File: config.mk
export PLATFORM = sky130hd
export DESIGN_NAME = regfile_sequencer
export DESIGN_NICKNAME = d
export VERILOG_FILES = /design/src/rtl/regfile_pkg.sv /design/src/rtl/seq_alu.sv /design/src/rtl/regfile_sequencer.sv
export SDC_FILE = /design/constraint.sdc
export NUM_CORES = 1
export LEC_CHECK = 0
export ABC_CLOCK_PERIOD_IN_PS = 5100
export BUFFER_PORTS_ARGS = -buffer_cell sky130_fd_sc_hd__buf_2
export CAP_MARGIN = 10
export CORE_ASPECT_RATIO = 1.25
export CORE_UTILIZATION = 55
export DETAILED_ROUTE_END_ITERATION = 8
export HOLD_SLACK_MARGIN = 0.06
export PLACE_DENSITY_LB_ADDON = 0.12
export RECOVER_POWER = 50
export SYNTH_ARGS = -nofsm -noshare
export SYNTH_HDL_FRONTEND = slang
export SYNTH_SLANG_ARGS = --single-unit
File: constraint.sdc
create_clock -name clk -period 5.1 [get_ports clk]
set_input_delay 1.02 -clock clk [delete_from_list [all_inputs] [get_ports clk]]
set_output_delay 1.02 -clock clk [all_outputs]
set_load 0.1 [all_outputs]
File: src/rtl/regfile_pkg.sv
// Shared definitions for the register-file command sequencer:
// opcode and FSM state encodings plus default widths.
package regfile_pkg;

    localparam int DEF_DATA_W = 32;
    localparam int DEF_ADDR_W = 2;

    typedef enum logic [1:0] {
        OP_LOAD = 2'b00,
        OP_ADD  = 2'b01,
        OP_SUB  = 2'b10,
        OP_READ = 2'b11
    } op_e;

    typedef enum logic [1:0] {
        S_IDLE = 2'b00,
        S_RD   = 2'b01,
        S_WR   = 2'b10,
        S_DONE = 2'b11
    } state_e;

endpackage

File: src/rtl/seq_alu.sv
// Combinational arithmetic for the sequencer: ADD carry-out, SUB borrow,
// pass-through of operand a for LOAD and READ.
module seq_alu
    import regfile_pkg::*;
#(
    parameter int DATA_W = DEF_DATA_W
) (
    input  op_e               op,
    input  logic [DATA_W-1:0] a,
    input  logic [DATA_W-1:0] b,
    output logic [DATA_W-1:0] result,
    output logic              carry
);

    logic [DATA_W:0] wide;

    // NOTE: assigning a default before the case keeps every path driven, so no latch is inferred.
    always_comb begin
        wide = {1'b0, a};
        unique case (op)
            OP_ADD:  wide = {1'b0, a} + {1'b0, b};
            OP_SUB:  wide = {1'b0, a} - {1'b0, b};  // top bit set exactly when a < b
            default: wide = {1'b0, a};
        endcase
    end

    assign result = wide[DATA_W-1:0];
    assign carry  = wide[DATA_W];

endmodule

File: src/rtl/regfile_sequencer.sv
// Command sequencer driving an external register file through
// IDLE -> (RD) -> (WR) -> DONE, with a one-cycle completion pulse.
module regfile_sequencer
    import regfile_pkg::*;
#(
    parameter int DATA_W = DEF_DATA_W,
    parameter int ADDR_W = DEF_ADDR_W
) (
    input  logic              clk,
    input  logic              reset,
    input  logic              cmd_valid,
    output logic              cmd_ready,
    input  logic [1:0]        cmd_op,
    input  logic [ADDR_W-1:0] cmd_rd,
    input  logic [ADDR_W-1:0] cmd_rs1,
    input  logic [ADDR_W-1:0] cmd_rs2,
    input  logic [DATA_W-1:0] cmd_imm,
    output logic [ADDR_W-1:0] rf_read_register_1,
    output logic [ADDR_W-1:0] rf_read_register_2,
    input  logic [DATA_W-1:0] rf_read_data_1,
    input  logic [DATA_W-1:0] rf_read_data_2,
    output logic [ADDR_W-1:0] rf_write_register,
    output logic [DATA_W-1:0] rf_write_data,
    output logic              rf_reg_write,
    output logic              rsp_valid,
    output logic [DATA_W-1:0] rsp_data,
    output logic              rsp_carry
);

    state_e            state, state_next;
    op_e               op_q;
    logic [ADDR_W-1:0] rd_q;
    logic              carry_q;
    logic [DATA_W-1:0] alu_result;
    logic              alu_carry;

    seq_alu #(.DATA_W(DATA_W)) u_alu (
        .op     (op_q),
        .a      (rf_read_data_1),
        .b      (rf_read_data_2),
        .result (alu_result),
        .carry  (alu_carry)
    );

    // NOTE: sequential state uses non-blocking assignments so every flop samples pre-edge values.
    always_ff @(posedge clk or negedge reset) begin
        if (!reset) state <= S_IDLE;
        else        state <= state_next;
    end

    always_comb begin
        state_next = state;
        unique case (state)
            S_IDLE: if (cmd_valid) state_next = (op_e'(cmd_op) == OP_LOAD) ? S_WR : S_RD;
            S_RD:   state_next = (op_q == OP_READ) ? S_DONE : S_WR;
            S_WR:   state_next = S_DONE;
            S_DONE: state_next = S_IDLE;
        endcase
    end

    assign cmd_ready    = (state == S_IDLE);
    assign rf_reg_write = (state == S_WR);
    assign rsp_valid    = (state == S_DONE);

    // Selects and write data only change on the edge entering RD or WR, so they hold elsewhere.
    always_ff @(posedge clk or negedge reset) begin
        if (!reset) begin
            op_q               <= OP_LOAD;
            rd_q               <= '0;
            carry_q            <= 1'b0;
            rf_read_register_1 <= '0;
            rf_read_register_2 <= '0;
            rf_write_register  <= '0;
            rf_write_data      <= '0;
            rsp_data           <= '0;
            rsp_carry          <= 1'b0;
        end else begin
            unique case (state)
                S_IDLE: begin
                    if (cmd_valid) begin
                        op_q    <= op_e'(cmd_op);
                        rd_q    <= cmd_rd;
                        carry_q <= 1'b0;
                        if (op_e'(cmd_op) == OP_LOAD) begin
                            rf_write_register <= cmd_rd;
                            rf_write_data     <= cmd_imm;
                        end else begin
                            rf_read_register_1 <= cmd_rs1;
                            rf_read_register_2 <= cmd_rs2;
                        end
                    end
                end
                S_RD: begin
                    if (op_q == OP_READ) begin
                        rsp_data  <= alu_result;
                        rsp_carry <= 1'b0;
                    end else begin
                        rf_write_register <= rd_q;
                        rf_write_data     <= alu_result;
                        carry_q           <= alu_carry;
                    end
                end
                S_WR: begin
                    rsp_data  <= rf_write_data;
                    rsp_carry <= carry_q;
                end
                S_DONE: ;
            endcase
        end
    end

endmodule

==> impl_metrics.json <==
{
  "dp_hpwl_mm": 15.2,
  "initial_core_util": 0.568,
  "cts_inserted_buffers": 9,
  "worst_ep_required_time_ns": 5.32,
  "cts-resized-gates": 0,
  "rsz0062_at_grt": "false",
  "cts_root_buf": "clkbuf_16",
  "violations": "max-capacitance violations, max-slew violations",
  "setup-violations-final": 0,
  "die_width_um": 100,
  "antenna_left": 0,
  "core_um2": 11700,
  "critPathCaptureType": "flip-flop",
  "vias_per_cell": 5.96,
  "io_pins": 181,
  "worstHoldPathType": "reg2reg",
  "wire_per_inst_um": 17.2,
  "min_period_over_period": 0.895,
  "crit_fanout": 9,
  "n_antenna_cell": 0,
  "drv_cap": 1,
  "grt_pass1_wl_mm": 31.6,
  "cts_sinks": 78,
  "drt-total-wl_mm": 19.9,
  "synthArstFlopShare": 1.00,
  "synth_cells": 836,
  "drv_slew": 79,
  "routed-via-count": 6879,
  "cts_tree": "built",
  "grt_max_degree": 79,
  "final.setup_skew_ns": 0.00424,
  "synth_edf_count": 0,
  "drt_iter0_drc": 475,
  "mostFrequentLayoutCell": "buf_2",
  "crit_slowest_cell": "or4_4",
  "path_delay_family": "simple AND/OR/NAND/NOR gates",
  "ys_seq_elements": 78,
  "dr.pass1.iters": 5,
  "clk_pin_slew_ns": 0.06,
  "drc_errors": 0,
  "post_cts_buffers": 0,
  "synthDistinctLibCells": 71,
  "reg2reg_depth": 12,
  "ys_seq_area_frac": 0.293,
  "rows": 44,
  "worst_ep_arrival_time_ns": 4.79,
  "critical_path_depth": 17,
  "worstMarginPinSlew_ns": 1.91,
  "nets": 1135,
  "fmax_mhz": 219,
  "fillers": 1066,
  "syn_to_final_growth_pct": 19.4,
  "final_cell_mix": "buf_2, nand2_1, a21oi_1, dfrtp_1, o21ai_0",
  "status": "complete, but fails checks",
  "layout.cells.non_filler": 1154,
  "worstSetupPathType": "in2reg",
  "syn_area_per_cell_um2": 7.97,
  "clockBufferDepth": 2,
  "synth_ff_type": "dfrtp_1",
  "reg2reg_to": "rf_write_data[26]",
  "r2r_slack_ns": 1.04,
  "htree_levels": 3,
  "first_global_vias": 6325,
  "drive_gt1_frac": 0.212,
  "setup.worst_path.start": "rf_read_data_2[4]",
  "yosys_warnings": 0,
  "crit_path_cell_trace": "buf_2 > or4_4 > nand2b_1 > nor2_2 > nand2_1 > nor4b_2 > a21oi_1 > xnor2_1 > ha_1 > nand4_1 > nor2_1 > nand2_1 > a2bb2oi_1 > o21ai_1 > mux2_2 > a21oi_1 > o21ai_1",
  "hold_buffers": 0,
  "portBuffers": 180,
  "die_y_um": 125,
  "grt_overflow": 0,
  "crit_path_max_incr_delay_ns": 0.57,
  "die_area_um2": 12600,
  "period_minus_slack_ns": 4.57,
  "final_hold_viol_count": 0,
  "dp.cells": 1138,
  "relSlewSlack": -0.271,
  "timing.rr.start": "op_q[0]",
  "antenna_found_initial": 0,
  "crit_end": "rsp_data[29]",
  "start_kind": "primary input",
  "synth_nets": 983,
  "track_usage": 0.318,
  "gp_congestion": 0.955,
  "cp_num_buf_inv": 1,
  "setup-tns-final_ns": 0,
  "netlist_area_um2": 6660,
  "whs_ns": 0.476,
  "clk_latency_ns": 0.34
}
[tightest hold or removal path, stage by stage (launching register included)]
cell and delay [ns]:
dfrtp_1 0.34, nand2_1 0.04, o21ai_0 0.06
[cells by family after synthesis]
logic type / after synthesis / synth area share
compound gates: 285 / 0.268
simple gates: 275 / 0.199
flops: 78 / 0.293
buf+inv: 75 / 0.0441
xor+xnor: 42 / 0.0552
mux: 41 / 0.0640
fa+ha+maj: 40 / 0.0763
[flip-flops by register name (all words and copies together), names as in the netlist]
register and cells:
rf_write_data 32, rf_read_register_1 2, rsp_data 32, carry_q 1
rf_read_register_2 2, state 2, rf_write_register 2, op_q 2
rsp_carry 1, rd_q 2
[metal layers]
layer | wire length, um | track usage | up-vias
li1 | - | - | 3340
met1 | 8550 | 0.443 | 3192
met2 | 9340 | 0.510 | 310
met3 | 1480 | 0.0363 | 37
met4 | 489 | 0.112 | 0
met5 | 0 | 0 | -
[area by class of cell]
| cell class | count | area [um2] | area share |
|---|---|---|---|
| multi-input combinational | 683 | 4430 | 0.557 |
| sequential | 78 | 1950 | 0.245 |
| timing repair buffer | 192 | 958 | 0.121 |
| clock buffer | 14 | 284 | 0.0357 |
| tap | 161 | 201 | 0.0253 |
| inverter | 24 | 90.1 | 0.0113 |
| clock inverter | 2 | 37.5 | 0.00472 |
[per-stage QoR]
| step | setup WS (ns) | area, um2 | utilization |
|---|---|---|---|
| after CTS | 0.541 | 7990 | 0.681 |
| after floorplan | 0.624 | 6660 | - |
| after global placement | 0.249 | 7660 | 0.654 |
| after detailed placement | 0.187 | 7660 | 0.654 |
| after global routing | 0.186 | 7950 | 0.678 |
| final | 0.534 | 7950 | 0.678 |
[cell usage after synthesis (8+ instances only)]
master	n	area (um2)
clkbuf_1	42	158
mux2i_1	31	310
nand3_1	10	50.1
xnor2_1	38	333
or3_1	18	113
nor3_1	20	100
o21a_1	8	60.1
mux2_2	9	101
o31ai_1	13	97.6
dfrtp_1	78	1950
o211ai_1	12	90.1
ha_1	39	488
o21ai_1	16	80.1
a21o_1	20	150
and3_1	13	81.3
a21oi_1	78	390
nor2b_1	9	56.3
nand2_1	106	398
inv_1	24	90.1
o21ai_0	77	385
nor2_1	63	236
[worst min path at each step]
stage | slack, ns | cells after the start | startpoint | to
CTS | 0.48 | 2 | rf_write_register[0] | rf_write_register[0]
detailed placement | 0.46 | 2 | rf_write_register[0] | rf_write_register[0]
global placement | 0.46 | 2 | rf_write_register[0] | rf_write_register[0]
global route | 0.49 | 1 | rsp_data[1] | rsp_data[1]
finish | 0.48 | 2 | rf_write_register[0] | rf_write_register[0]
floorplan | 0.48 | 1 | rd_q[0] | rd_q[0]
Power is left out: the tool's default activity adds up to more than one toggle a clock period on the data nets, which glitch-free logic cannot reach.
